`src/rtl/alu_issue_pkg.sv`:
```
// Shared encodings for the ALU issue stage: opcodes, ALU select codes, FSM states, issue payload.
package alu_issue_pkg;

    localparam int unsigned XLEN  = 32;
    localparam int unsigned SEL_W = 4;
    localparam int unsigned REG_W = 5;

    localparam logic [6:0] OPC_OP     = 7'b0110011;
    localparam logic [6:0] OPC_OP_IMM = 7'b0010011;
    localparam logic [6:0] OPC_LUI    = 7'b0110111;
    localparam logic [6:0] OPC_AUIPC  = 7'b0010111;

    localparam logic [SEL_W-1:0] S_SLL  = 4'b0000;
    localparam logic [SEL_W-1:0] S_SR   = 4'b0001;
    localparam logic [SEL_W-1:0] S_ADD  = 4'b0010;
    localparam logic [SEL_W-1:0] S_AND  = 4'b0011;
    localparam logic [SEL_W-1:0] S_OR   = 4'b0100;
    localparam logic [SEL_W-1:0] S_XOR  = 4'b0101;
    localparam logic [SEL_W-1:0] S_SLT  = 4'b0110;
    localparam logic [SEL_W-1:0] S_MUL  = 4'b0111;
    localparam logic [SEL_W-1:0] S_MULH = 4'b1000;
    localparam logic [SEL_W-1:0] S_DIV  = 4'b1001;
    localparam logic [SEL_W-1:0] S_REM  = 4'b1010;
    localparam logic [SEL_W-1:0] S_SUB  = 4'b1011;

    typedef enum logic {
        ST_RUN  = 1'b0,
        ST_TRAP = 1'b1
    } issue_state_e;

    typedef struct packed {
        logic [XLEN-1:0]  x;
        logic [XLEN-1:0]  y;
        logic [SEL_W-1:0] s;
        logic             un;
        logic [REG_W-1:0] rd;
        logic             wb_en;
    } alu_op_t;

endpackage

```
`src/rtl/alu_decode.sv`:
```
// Combinational RV32 decode of OP / OP-IMM / LUI / AUIPC into ALU operands and select.
module alu_decode
    import alu_issue_pkg::*;
(
    input  logic [XLEN-1:0]  instr,
    input  logic [XLEN-1:0]  pc,
    input  logic [XLEN-1:0]  rs1_data,
    input  logic [XLEN-1:0]  rs2_data,
    output logic [XLEN-1:0]  X,
    output logic [XLEN-1:0]  Y,
    output logic [SEL_W-1:0] S,
    output logic             un,
    output logic [REG_W-1:0] rd,
    output logic             legal
);

    logic [6:0]      w_opcode;
    logic [2:0]      w_funct3;
    logic [6:0]      w_funct7;
    logic [XLEN-1:0] w_imm_i;
    logic [XLEN-1:0] w_shamt;

    assign w_opcode = instr[6:0];
    assign w_funct3 = instr[14:12];
    assign w_funct7 = instr[31:25];
    assign w_imm_i  = {{(XLEN-12){instr[31]}}, instr[31:20]};
    assign w_shamt  = {{(XLEN-5){1'b0}}, instr[24:20]};
    assign rd       = instr[11:7];

    always_comb begin
        X     = rs1_data;
        Y     = rs2_data;
        S     = S_ADD;
        un    = 1'b0;
        legal = 1'b0;
        case (w_opcode)
            OPC_OP: begin
                case (w_funct7)
                    7'b0000000: begin
                        legal = 1'b1;
                        case (w_funct3)
                            3'b000:  S = S_ADD;
                            3'b001:  S = S_SLL;
                            3'b010:  S = S_SLT;
                            3'b011:  begin S = S_SLT; un = 1'b1; end
                            3'b100:  S = S_XOR;
                            3'b101:  begin S = S_SR; un = 1'b1; end
                            3'b110:  S = S_OR;
                            default: S = S_AND;
                        endcase
                    end
                    7'b0100000: begin
                        case (w_funct3)
                            3'b000:  begin S = S_SUB; legal = 1'b1; end
                            3'b101:  begin S = S_SR;  legal = 1'b1; end
                            default: legal = 1'b0;
                        endcase
                    end
                    // Only the signed M-extension subset is supported.
                    7'b0000001: begin
                        case (w_funct3)
                            3'b000:  begin S = S_MUL;  legal = 1'b1; end
                            3'b001:  begin S = S_MULH; legal = 1'b1; end
                            3'b100:  begin S = S_DIV;  legal = 1'b1; end
                            3'b110:  begin S = S_REM;  legal = 1'b1; end
                            default: legal = 1'b0;
                        endcase
                    end
                    default: legal = 1'b0;
                endcase
            end
            OPC_OP_IMM: begin
                Y = w_imm_i;
                case (w_funct3)
                    3'b000: begin S = S_ADD; legal = 1'b1; end
                    3'b010: begin S = S_SLT; legal = 1'b1; end
                    3'b011: begin S = S_SLT; un = 1'b1; legal = 1'b1; end
                    3'b100: begin S = S_XOR; legal = 1'b1; end
                    3'b110: begin S = S_OR;  legal = 1'b1; end
                    3'b111: begin S = S_AND; legal = 1'b1; end
                    3'b001: begin
                        Y     = w_shamt;
                        S     = S_SLL;
                        legal = (w_funct7 == 7'b0000000);
                    end
                    default: begin
                        Y     = w_shamt;
                        S     = S_SR;
                        un    = (w_funct7 == 7'b0000000);
                        legal = (w_funct7 == 7'b0000000) || (w_funct7 == 7'b0100000);
                    end
                endcase
            end
            OPC_LUI: begin
                X     = '0;
                Y     = {instr[31:12], 12'b0};
                legal = 1'b1;
            end
            OPC_AUIPC: begin
                X     = pc;
                Y     = {instr[31:12], 12'b0};
                legal = 1'b1;
            end
            default: legal = 1'b0;
        endcase
    end

endmodule

```
`src/rtl/alu_issue.sv`:
```
// ALU issue stage: one-entry registered skid toward EX, with sticky illegal-instruction trap.
module alu_issue
    import alu_issue_pkg::*;
(
    input  logic             clk,
    input  logic             rst_n,
    input  logic             in_valid,
    output logic             in_ready,
    input  logic [XLEN-1:0]  instr,
    input  logic [XLEN-1:0]  pc,
    input  logic [XLEN-1:0]  rs1_data,
    input  logic [XLEN-1:0]  rs2_data,
    input  logic             flush,
    output logic             out_valid,
    input  logic             out_ready,
    output logic [XLEN-1:0]  X,
    output logic [XLEN-1:0]  Y,
    output logic [SEL_W-1:0] S,
    output logic             un,
    output logic [REG_W-1:0] rd,
    output logic             wb_en,
    output logic             trap,
    output logic [XLEN-1:0]  trap_pc,
    input  logic             trap_ack
);

    issue_state_e     r_state;
    issue_state_e     w_state_nxt;
    logic             r_trap;
    logic [XLEN-1:0]  r_trap_pc;
    logic [XLEN-1:0]  w_trap_pc_nxt;
    logic             r_out_valid;
    alu_op_t          r_op;
    alu_op_t          w_dec;
    logic [XLEN-1:0]  w_x;
    logic [XLEN-1:0]  w_y;
    logic [SEL_W-1:0] w_s;
    logic             w_un;
    logic [REG_W-1:0] w_rd;
    logic             w_legal;
    logic             w_in_fire;
    logic             w_out_fire;

    alu_decode u_decode (
        .instr    (instr),
        .pc       (pc),
        .rs1_data (rs1_data),
        .rs2_data (rs2_data),
        .X        (w_x),
        .Y        (w_y),
        .S        (w_s),
        .un       (w_un),
        .rd       (w_rd),
        .legal    (w_legal)
    );

    assign w_dec      = '{x: w_x, y: w_y, s: w_s, un: w_un, rd: w_rd, wb_en: (w_rd != '0)};
    assign in_ready   = (r_state == ST_RUN) && (!r_out_valid || out_ready) && !flush;
    assign w_in_fire  = in_valid && in_ready;
    assign w_out_fire = r_out_valid && out_ready;

    // Next-state: an accepted illegal instruction traps; only trap_ack leaves TRAP.
    always_comb begin
        w_state_nxt   = r_state;
        w_trap_pc_nxt = r_trap_pc;
        case (r_state)
            ST_RUN: begin
                if (w_in_fire && !w_legal) begin
                    w_state_nxt   = ST_TRAP;
                    w_trap_pc_nxt = pc;
                end
            end
            ST_TRAP: begin
                if (trap_ack) begin
                    w_state_nxt = ST_RUN;
                end
            end
            default: w_state_nxt = ST_RUN;
        endcase
    end

    always_ff @(posedge clk or negedge rst_n) begin
        if (!rst_n) begin
            r_state   <= ST_RUN;
            r_trap    <= 1'b0;
            r_trap_pc <= '0;
        end else begin
            r_state   <= w_state_nxt;
            r_trap    <= (w_state_nxt == ST_TRAP);
            r_trap_pc <= w_trap_pc_nxt;
        end
    end

    // Entry register: illegal instructions never load, flush always empties.
    always_ff @(posedge clk or negedge rst_n) begin
        if (!rst_n) begin
            r_out_valid <= 1'b0;
            r_op        <= '0;
        end else if (flush) begin
            r_out_valid <= 1'b0;
        end else if (w_in_fire && w_legal) begin
            r_out_valid <= 1'b1;
            r_op        <= w_dec;
        end else if (w_out_fire) begin
            r_out_valid <= 1'b0;
        end
    end

    assign out_valid = r_out_valid;
    assign X         = r_op.x;
    assign Y         = r_op.y;
    assign S         = r_op.s;
    assign un        = r_op.un;
    assign rd        = r_op.rd;
    assign wb_en     = r_op.wb_en;
    assign trap      = r_trap;
    assign trap_pc   = r_trap_pc;

endmodule

```
`config.mk`:
```
export PLATFORM = sky130hd
export DESIGN_NAME = alu_issue
export DESIGN_NICKNAME = d
export VERILOG_FILES = /design/src/rtl/alu_issue_pkg.sv /design/src/rtl/alu_decode.sv /design/src/rtl/alu_issue.sv
export SDC_FILE = /design/constraint.sdc
export NUM_CORES = 1
export LEC_CHECK = 0
export ABC_AREA = 1
export BUFFER_PORTS_ARGS = -buffer_cell sky130_fd_sc_hd__buf_2
export CORE_UTILIZATION = 40
export CTS_CLUSTER_DIAMETER = 100
export DETAILED_ROUTE_END_ITERATION = 12
export PLACE_DENSITY = 0.76
export REMOVE_ABC_BUFFERS = 1
export SYNTH_ARGS = -nofsm -noshare
export SYNTH_HDL_FRONTEND = slang
export SYNTH_SLANG_ARGS = --single-unit
```
`constraint.sdc`:
```
create_clock -name clk -period 1.97 [get_ports clk]
set_input_delay 0.197 -clock clk [delete_from_list [all_inputs] [get_ports clk]]
set_output_delay 0.197 -clock clk [all_outputs]
set_load 0.02 [all_outputs]
```
==> key figures, run 1 <==
Critical path
  – WS Path Type: flip-flop to flip-flop
  – Most Frequent Cell on Critical Path: nand2_1
  – Reg-to-Reg Start: out_valid
  – Worst path slowest cell: buf_4
  – Worst Setup EP: X[15]
  – RR Endpoint: X[15]
  – Crit-path cells: inv_1 -> o21ai_0 -> nor2_1 -> nand2_1 -> inv_2 -> buf_4 -> nand3_1 -> nand2_1
  – Worst r2r path cells: 8
  – CP Launch Type: flip-flop
  – CP arrival: 1.89 ns
  – CP max FO: 36
  – Worst Setup End Kind: flip-flop
  – Worst Path Required: 2.26 ns
  – CP peak stage delay: 0.41 ns
  – Reg2Reg Setup Slack: 0.37 ns
  – CP startpoint: out_valid

Clock tree
  – Clk root buf: clkbuf_16
  – Num CTS Buffers: 9
  – Clock Latency Late Sink: 0.35 ns
  – TritonCTS clock tree: yes
  – Post-CTS sizing: 0
  – H-tree Lvls: 3
  – Hold_buf cts: 2
  – Clock Sink Count: 109
  – Post-CTS setup buffers: 0
  – Clock Path Buffers: 2
  – Worst-path clk slew: 0.07 ns

Power
  – Clk pwr share: 31.7%
  – Peak VDD IR: 0.4163 mV
  – Total Power: 0.005833 W
  – Int Power: 0.003980 W
  – Switching power total: 0.001853 W
  – Combinational share of power: 22.9%
  – Leakage: 4.368 nW
  – P per Cell Area: 806.6 nW/um^2
  – Sw Ratio: 31.77%
  – Seq pwr share: 45.4%

Routing
  – DRC: 0
  – Routed WL: 16150 um
  – Wire length per cell: 14.18 um
  – Routed Antenna Nets: 0
  – DR pass1 iterations: 5
  – Via/cell ratio: 4.982
  – Via Count: 5675
  – DRT iter0 DRCs: 435

Logic synthesis
  – Number of synthesized flops with an enable pin: 0
  – Synth Flop Type: dfrtp_1
  – Yosys cell types: 23
  – Synth Instances: 734
  – Mean area per synthesized cell: 7.531 um^2
  – Post-Syn Area: 5528 um^2
  – Synth Warn #: 0
  – Synth top area cells: dfrtp_1 49%, nand2_1 18%, nand3_1 11%, o21ai_0 4.8%, inv_1 3.8%
  – Synth area leader: dfrtp_1
  – FFs w/ async S/R, synth: 100.0%
  – Synth Register Bits: 109
  – Sequential cell area fraction in the yosys report: 49.34%
  – Top-area cell type share of the netlist area: 49.34%

Placed design
  – Placer Congestion: 0.8944
  – IO buf count: 243
  – Post-DP HPWL: 11140 um

Global route
  – First-pass GRT wire length: 26470 um
  – GRT Total Usage: 23.30%
  – GR Util met2: 38.19%
  – Grt ovf: 0
  – Met3 usage: 4.420%
  – Vias in the first global route: 5410
  – GRT Max-Usage Layer: met2
  – Initial antenna violation count: 0
  – Global routing usage on met1: 30.53%
  – Largest net degree at the start of global routing: 74

Hold path
  – Hold crit path type: input port to flip-flop
  – Hold path start: out_ready

Floorplan
  – Die Y: 119.6 um
  – Row count: 42
  – Top-Level Pins: 244
  – Core region area: 13350 um^2
  – Die Wd: 119.6 um
  – Full die area: 14290 um^2
  – Initial Util: 41.41%

Timing
  – Unrepaired setup endpoints after global routing: no
  – Fin. Hold Viols: 0
  – FMAX: 626.4 MHz
  – Tmin final: 1.596 ns
  – Crit share post-route: 81.04%
  – Finish-stage setup viols: 0
  – Worst slew margin: 64.29%
  – Clock Skews: 0.009160 ns
  – Slew Limit Fails: 0
  – Hold Slack: 0.03174 ns
  – Slew @ Worst Pin: 0.5307 ns

Layout
  – Fin nets: 1092
  – P&R area growth vs syn: 30.83%
  – Antenna diodes: 0
  – Layout cells sized above 1: 30.22%
  – Filler cells: 1346

Run
  – Max_cap viols: 0

Run status
  – Status: completed
cells in the mapped netlist, types with 2 or more instances:
cell type / count
inv_2: 7
nor2_2: 5
a21oi_1: 5
nand4_1: 2
clkbuf_1: 21
buf_6: 6
o21ai_0: 53
nand2_2: 2
nor3_1: 2
inv_1: 56
o21ai_1: 26
nor2_1: 9
buf_2: 8
nand2_1: 265
buf_4: 12
nand3_1: 126
o211ai_1: 15
dfrtp_1: 109
placed cells by master (no fill, tap or decap):
cell / n
nor4_1: 1
nand3_4: 1
nand3_1: 124
dlygate4sd3_1: 2
a21oi_1: 5
inv_1: 55
nand4_1: 2
inv_2: 8
buf_2: 242
o211ai_1: 15
nor3_1: 2
clkinv_4: 2
o21ai_0: 53
nor2_2: 5
clkinv_2: 1
nand2_1: 265
o21ai_1: 26
clkbuf_1: 1
o31ai_1: 1
buf_12: 7
nand2_2: 2
clkinv_1: 1
clkbuf_16: 9
inv_8: 1
nor2_1: 9
nand3_2: 1
clkinvlp_4: 1
dfrtp_1: 109
bufinv_16: 1
a21boi_0: 1
buf_4: 10
area by class of cell:
cell class / instances / area, um^2 / share of cell area [%]
Clock buffer: 10 / 229.0 / 3.166
Inverter: 64 / 240.2 / 3.322
Timing Repair Buffer: 261 / 1446 / 20.00
Clock inverter: 6 / 71.32 / 0.9862
Multi-Input combinational cell: 513 / 2297 / 31.76
Sequential cell: 109 / 2728 / 37.72
Tap cell: 176 / 220.2 / 3.045
kinds of logic (layout without fill, tap and decap cells):
family                 after synthesis  in the layout  synth area share [%]
buffers and inverters              112            341                 9.416
flip-flops                         109            109                 49.34
AND/OR/NAND/NOR                    412            412                 31.33
AO/OA/AOI/OAI                      101            101                 9.914
critical path, delay by kind of cell, from the launching register on:
| family | cells | cell delay (ns) |
|---|---|---|
| DFF | 1 | 0.39 |
| buffers and inverters | 3 | 0.59 |
| and+or+nand+nor | 4 | 0.48 |
| AOI/OAI and AO/OA | 1 | 0.07 |
metal layers:
| layer | wire length [um] | vias up |
|---|---|---|
| li1 | - | 2813 |
| met1 | 7137 | 2628 |
| met4 | 413 | 0 |
| met5 | 0 | - |
| met3 | 853 | 30 |
| met2 | 7743 | 204 |
worst min path at each step:
stage               cells after the start  slack [ns]    endpoint
finish                                  2        0.03   out_valid
CTS                                     2        0.02   out_valid
detailed placement                      1        0.20       X[18]
global route                            2        0.03   out_valid
floorplan                               0        -0.1        S[0]
global placement                        1        0.20  trap_pc[8]
power by group through the flow:
stage	Sequential, W	Clock, W	Combinational, W
after floorplan	0.00304	0	0.000378
after detailed placement	0.00268	0	0.00134
after global placement	0.00268	0	0.00132
final	0.00265	0.00185	0.00134
after CTS	0.00265	0.00190	0.00135
after global routing	0.00268	0.00198	0.00147
through the flow:
stage          setup TNS (ns)  util, %  instance area (um^2)  worst slack (ns)  instances
2_1_floorplan         -236.02        -                  5248            -2.273        686
3_3_place_gp                0    51.78                  6912            0.2124       1121
3_5_place_dp                0    51.78                  6912            0.1715       1121
4_1_cts                     0    54.18                  7232            0.3951       1139
5_1_grt                     0    54.18                  7232            0.2202       1139
6_report                    0    54.18                  7232            0.3735       1139
sequential cells by signal, summed over array words and instances (netlist names):
| name | flops |
|---|---|
| X | 32 |
| Y | 32 |
| trap_pc | 32 |
| rd | 5 |
| S | 4 |
| out_valid | 1 |
| trap | 1 |
| un | 1 |
| wb_en | 1 |
Power figures use the tool's default switching activity.
==> run 2, diff against run 1 <==
PLACE_DENSITY = 0.79   (was 0.76)
clock period = 1.3 ns   (was 1.97 ns; I/O delays follow)
==> key figures, run 2 (synthesis results as in run 1) <==
Routing
  – Routed WL: 18930 um (was 16150 um)
  – Via Count: 6145 (was 5675)
  – DRT iter0 DRCs: 467 (was 435)
  – Wire length per cell: 15.78 um (was 14.18 um)
  – DR pass1 iterations: 5 (unchanged)
  – Via/cell ratio: 5.121 (was 4.982)
  – DRC: 0 (unchanged)
  – Routed Antenna Nets: 0 (unchanged)

Timing
  – Final WS setup: -0.1886 ns (was 0.3735 ns)
  – Crit share post-route: 114.5% (was 81.04%)
  – Worst slew margin: 76.66% (was 64.29%)
  – Slew @ Worst Pin: 0.3502 ns (was 0.5307 ns)
  – Tmin final: 1.489 ns (was 1.596 ns)
  – FMAX: 671.8 MHz (was 626.4 MHz)
  – Slew Limit Fails: 0 (unchanged)
  – Finish-stage setup viols: 110 (was 0)
  – Hold Slack: 0.02210 ns (was 0.03174 ns)
  – Unrepaired setup endpoints after global routing: yes (was no)
  – Clock Skews: 0.003392 ns (was 0.009160 ns)
  – Fin. Hold Viols: 0 (unchanged)

Layout
  – Area of the multi-input gates: 2539 um^2 (was 2297 um^2)
  – Fin nets: 1153 (was 1092)
  – Design area: 8232 um^2 (was 7232 um^2)
  – P&R area growth vs syn: 48.91% (was 30.83%)
  – Filler cells: 1220 (was 1346)
  – Storage cell area: 2728 um^2 (unchanged)
  – Commonest non-fill, non-tap cell in the layout: buf_2 (was nand2_1)
  – Antenna diodes: 0 (unchanged)
  – Final std cells w/o fill: 1200 (was 1139)
  – Commonest cells after routing, fill and taps aside: 242 x buf_2, 241 x nand2_1, 114 x nand3_1 (was 265 x nand2_1, 242 x buf_2, 124 x nand3_1)
  – Fin util: 61.67% (was 54.18%)
  – Layout cells sized above 1: 39.36% (was 30.22%)

Placed design
  – Setup WS pre-CTS: -0.3822 ns (was 0.1715 ns)
  – Placer Congestion: 0.8851 (was 0.8944)
  – Post-DP HPWL: 11520 um (was 11140 um)
  – Post-place instance area: 7252 um^2 (was 6912 um^2)
  – IO buf count: 243 (unchanged)
  – Dpl cells: 1158 (was 1121)

Critical path
  – Crit-path cells: inv_2 -> o21ai_2 -> nor2_2 -> nand2_2 -> clkinv_4 -> nand3_4 -> clkbuf_16 -> nand2_2 -> o21ai_2 (was inv_1 -> o21ai_0 -> nor2_1 -> nand2_1 -> inv_2 -> buf_4 -> nand3_1 -> nand2_1)
  – CP Launch Type: flip-flop (unchanged)
  – Worst Setup End Kind: flip-flop (unchanged)
  – WP buf/inv: 3 (unchanged)
  – CP peak stage delay: 0.40 ns (was 0.41 ns)
  – CP max FO: 7 (was 36)
  – Delay-heaviest family, CP: simple AND/OR/NAND/NOR gates (was buffers and inverters)
  – Worst Path Required: 1.54 ns (was 2.26 ns)
  – WS Path Type: flip-flop to flip-flop (unchanged)
  – CP arrival: 1.73 ns (was 1.89 ns)
  – Worst path slowest cell: dfrtp_1 (was buf_4)

Power
  – P per Cell Area: 1122 nW/um^2 (was 806.6 nW/um^2)
  – Leakage: 4.841 nW (was 4.368 nW)
  – Peak VDD IR: 0.6000 mV (was 0.4163 mV)

Clock tree
  – H-tree Lvls: 3 (unchanged)
  – TritonCTS clock tree: yes (unchanged)
  – Clk root buf: clkbuf_16 (unchanged)
  – Clock Path Buffers: 2 (unchanged)
  – Clock Latency Late Sink: 0.34 ns (was 0.35 ns)
  – Worst-path clk slew: 0.07 ns (about the same)
  – Clock Sink Count: 109 (unchanged)
  – Num CTS Buffers: 9 (unchanged)

Hold path
  – Hold crit path type: input port to flip-flop (unchanged)

Global route
  – Initial antenna violation count: 0 (unchanged)
  – Largest net degree at the start of global routing: 64 (was 74)
  – Vias in the first global route: 5593 (was 5410)
  – Grt ovf: 0 (unchanged)
  – GRT Total Usage: 23.06% (was 23.30%)
  – First-pass GRT wire length: 26340 um (was 26470 um)

Run status
  – Status: finished with violations (was completed)
  – Failing checks: negative setup slack

Floorplan
  – Initial Util: 41.41% (unchanged)
  – Die Wd: 119.6 um (unchanged)
  – Die Y: 119.6 um (unchanged)
  – Top-Level Pins: 244 (unchanged)
  – Core region area: 13350 um^2 (unchanged)
  – Full die area: 14290 um^2 (unchanged)
  – Row count: 42 (unchanged)

Run
  – Max_cap viols: 0 (unchanged)
## run 2: cell count changes in the layout (fill, tap and decap cells not counted), sizes merged
cell,change
buf,+49
clkbuf,+13
dlygate4sd3,+2
bufinv,-1
clkinv,-1
clkinvlp,-1
inv,-1
nand3,+1
## run 2: layer usage
layer  GRT usage [%]  wire length (um)
met2           39.16              9300
met1           29.77              8172
met4           10.08               529
met5               0                 0
met3           2.424               931
## run 2: what timing repair did
action / 4_1_cts / 5_1_grt
setup endpoints to repair: 110 / 110
hold endpoints to repair: 111 / 1
pin swaps: 0 / 4
cloned: 1 / 18
buffers inserted: 2 / 1
resized for setup: 14 / 68
hold buffers: 3 / 1
## run 2: final timing paths
check | end | cells past startpoint | slack (ns) | from
hold / removal | trap_pc[0] | 3 | 0.02 | pc[0]
hold reg to reg | Y[13] | 2 | 0.47 | Y[13]
setup reg to reg | trap_pc[24] | 9 | -0.19 | out_valid
setup / recovery | trap_pc[24] | 9 | -0.19 | out_valid
max in group asynchronous | rd[2] | 3 | 0.66 | rst_n
min in group asynchronous | trap_pc[19] | 2 | 0.11 | rst_n
## run 2: tightest hold or removal path, stage by stage
cell	delay (ns)
buf_2	0.09
inv_1	0.05
o21ai_1	0.06
## run 2: power by group
| group | switching (W) | internal [W] | total, W |
|---|---|---|---|
| Combinational | 0.00146 | 0.000957 | 0.00241 |
| Clock | 0.00124 | 0.00152 | 0.00276 |
| Sequential | 0.000261 | 0.00380 | 0.00406 |
## run 2: area by class of cell
| cell class | instances | area share (%) |
|---|---|---|
| Sequential cell | 109 | 33.14 |
| Clock inverter | 2 | 0.1672 |
| Inverter | 64 | 2.979 |
| Clock buffer | 14 | 3.450 |
| Multi-Input combinational cell | 514 | 30.84 |
| Tap cell | 176 | 2.675 |
| Timing Repair Buffer | 321 | 26.75 |
## run 2: metrics by stage
| step | TNS [ns] | total power [W] |
|---|---|---|
| final | -14.45 | 0.009238 |
| after global routing | -24.92 | 0.009677 |
| after CTS | -14.40 | 0.008971 |
| after detailed placement | -34.42 | 0.006180 |
| after global placement | -30.12 | 0.006126 |
| after floorplan | -303.96 | 0.005173 |
==> run 3, diff against run 2 <==
ABC_AREA = 0   (was 1)
PLACE_DENSITY = 0.78   (was 0.79)
clock period = 1.9 ns   (was 1.3 ns; I/O delays follow)
==> key figures, run 3 <==
Run status
  – Status: completed (was finished with violations)

Clock tree
  – Clock Latency Late Sink: 0.35 ns (was 0.34 ns)
  – Clock Path Buffers: 2 (unchanged)
  – Clock Sink Count: 109 (unchanged)
  – Num CTS Buffers: 9 (unchanged)
  – Clk root buf: clkbuf_16 (unchanged)
  – H-tree Lvls: 3 (unchanged)
  – TritonCTS clock tree: yes (unchanged)
  – Worst-path clk slew: 0.07 ns (about the same)

Timing
  – Clock Skews: 0.005698 ns (was 0.003392 ns)
  – Slew @ Worst Pin: 0.6523 ns (was 0.3502 ns)
  – FMAX: 528.9 MHz (was 671.8 MHz)
  – Finish-stage setup viols: 0 (was 110)
  – Tmin final: 1.891 ns (was 1.489 ns)
  – Hold Slack: 0.06578 ns (was 0.02210 ns)
  – Worst slew margin: 56.52% (was 76.66%)
  – Unrepaired setup endpoints after global routing: yes (unchanged)
  – Fin. Hold Viols: 0 (unchanged)
  – Slew Limit Fails: 0 (unchanged)
  – Crit share post-route: 99.51% (was 114.5%)

Logic synthesis
  – Synth Flop Type: dfrtp_1 (unchanged)
  – Top-area cell type share of the netlist area: 53.26% (was 49.34%)
  – Synth Warn #: 0 (unchanged)
  – Synth Instances: 502 (was 734)
  – Number of synthesized flops with an enable pin: 0 (unchanged)
  – Post-Syn Area: 5121 um^2 (was 5528 um^2)
  – Sequential cell area fraction in the yosys report: 53.26% (was 49.34%)
  – Synth Register Bits: 109 (unchanged)
  – Count leader, synth: dfrtp_1 (was nand2_1)
  – Synth top area cells: dfrtp_1 53%, mux2_2 6.8%, nand2_1 5.8%, o21ai_0 4.8%, and3_1 4.2% (was dfrtp_1 49%, nand2_1 18%, nand3_1 11%, o21ai_0 4.8%, inv_1 3.8%)
  – Mean area per synthesized cell: 10.20 um^2 (was 7.531 um^2)
  – Post-synth top cells: 109 x dfrtp_1, 79 x nand2_1, 49 x o21ai_0, 37 x a21oi_1, 34 x and3_1 (was 265 x nand2_1, 126 x nand3_1, 109 x dfrtp_1, 56 x inv_1, 53 x o21ai_0)
  – Yosys cell types: 41 (was 23)
  – FFs w/ async S/R, synth: 100.0% (unchanged)
  – Synth area leader: dfrtp_1 (unchanged)

Power
  – P per Cell Area: 852.6 nW/um^2 (was 1122 nW/um^2)
  – Peak VDD IR: 0.4817 mV (was 0.6000 mV)
  – Leakage: 3.787 nW (was 4.841 nW)

Floorplan
  – Die Y: 115.2 um (was 119.6 um)
  – Die Wd: 115.2 um (was 119.6 um)
  – Row count: 40 (was 42)
  – Full die area: 13260 um^2 (was 14290 um^2)
  – Core region area: 12260 um^2 (was 13350 um^2)
  – Initial Util: 41.77% (was 41.41%)
  – Top-Level Pins: 244 (unchanged)

Placed design
  – Post-place instance area: 6819 um^2 (was 7252 um^2)
  – IO buf count: 243 (unchanged)
  – Post-DP HPWL: 10980 um (was 11520 um)
  – Placer Congestion: 0.8972 (was 0.8851)

Critical path
  – Reg-to-Reg Start: out_valid (unchanged)
  – CP startpoint: out_valid (unchanged)
  – CP Launch Type: flip-flop (unchanged)
  – Worst Path Required: 2.14 ns (was 1.54 ns)
  – CP max FO: 16 (was 7)
  – WS Path Type: flip-flop to flip-flop (unchanged)
  – CP arrival: 2.13 ns (was 1.73 ns)
  – Worst Setup End Kind: flip-flop (unchanged)

Layout
  – Layout cells sized above 1: 46.17% (was 39.36%)
  – Commonest non-fill, non-tap cell in the layout: buf_2 (unchanged)
  – Commonest cells after routing, fill and taps aside: 242 x buf_2, 109 x dfrtp_1, 78 x nand2_1 (was 242 x buf_2, 241 x nand2_1, 114 x nand3_1)
  – Fin nets: 900 (was 1153)
  – P&R area growth vs syn: 40.48% (was 48.91%)
  – Design area: 7194 um^2 (was 8232 um^2)
  – Antenna diodes: 0 (unchanged)

Routing
  – Routed WL: 14890 um (was 18930 um)
  – DR pass1 iterations: 4 (was 5)
  – DRC: 0 (unchanged)
  – Routed Antenna Nets: 0 (unchanged)
  – Via/cell ratio: 5.112 (was 5.121)
  – DRT iter0 DRCs: 286 (was 467)
  – Via Count: 4800 (was 6145)
  – Wire length per cell: 15.86 um (was 15.78 um)

Global route
  – Initial antenna violation count: 0 (unchanged)
  – Vias in the first global route: 4597 (was 5593)
  – Grt ovf: 0 (unchanged)
  – GRT Total Usage: 22.69% (was 23.06%)
  – Largest net degree at the start of global routing: 60 (was 64)
  – First-pass GRT wire length: 22870 um (was 26340 um)

Hold path
  – Hold path start: pc[4] (was pc[0])
  – Hold crit path type: input port to flip-flop (unchanged)

Run
  – Max_cap viols: 0 (unchanged)
[run 3: worst max-delay path, stage by stage, from the launching register on]
cell and delay, ns:
dfrtp_1 0.38, nand2b_1 0.11, nor3b_4 0.24, nand2_2 0.13, nor3_4 0.21, bufbuf_16 0.34
mux2_2 0.34
[run 3: worst paths after layout]
check | endpoint | slack [ns] | cells after the start
worst min-delay path | trap_pc[4] | 0.07 | 2
worst max-delay path | trap_pc[20] | 0.009 | 6
max in group asynchronous | S[2] | 0.93 | 3
worst max register to register | trap_pc[20] | 0.009 | 6
worst min register to register | X[21] | 0.47 | 2
min in group asynchronous | trap_pc[31] | 0.36 | 3
[run 3: cell families after synthesis]
logic type | after synthesis | share of synthesized area [%]
flops | 109 | 53.26
simple gates | 150 | 14.39
mux | 38 | 8.698
buf+inv | 46 | 5.082
compound gates | 159 | 18.57
[run 3: power breakdown]
group	total (W)	internal, W	switching [W]	leakage [nW]
clock	0.00192	0.00110	0.000825	0.150
sequential	0.00277	0.00262	0.000155	1.43
combinational	0.00144	0.000606	0.000833	2.21
[run 3: cell type report]
cell class / instances / area, um^2
Clock buffer: 13 / 260.3
Timing Repair Buffer: 293 / 1759
Multi-Input combinational cell: 347 / 2171
Tap cell: 168 / 210.2
Fill cell: 1081 / 5067
Sequential cell: 109 / 2728
Inverter: 6 / 22.52
Clock inverter: 3 / 43.79
[run 3: timing repair]
action	in CTS	in global routing
hold endpoints to repair	95	0
pin swaps	2	2
gates cloned	1	0
buffers inserted	1	1
hold buffers	1	0
setup endpoints to repair	32	19
gates resized for setup	2	2
[run 3: through the flow]
step	std cells	util, %	total power (W)	setup TNS [ns]	worst slack (ns)
floorplan	462	-	0.003552	-183.81	-2.093
global placement	919	55.61	0.004210	-0.7980	-0.02487
detailed placement	919	55.61	0.004243	-4.334	-0.1053
CTS	938	58.56	0.006194	0	0.02597
global route	939	58.67	0.006414	-2.492	-0.09005
finish	939	58.67	0.006134	0	0.009305
[run 3: metal layers]
metal,vias to the layer above,track usage [%],routed length [um]
met1,2249,27.11,6231
met3,19,4.586,1017
li1,2338,-,-
met2,194,39.92,7354
met4,0,9.351,284
met5,-,0,0
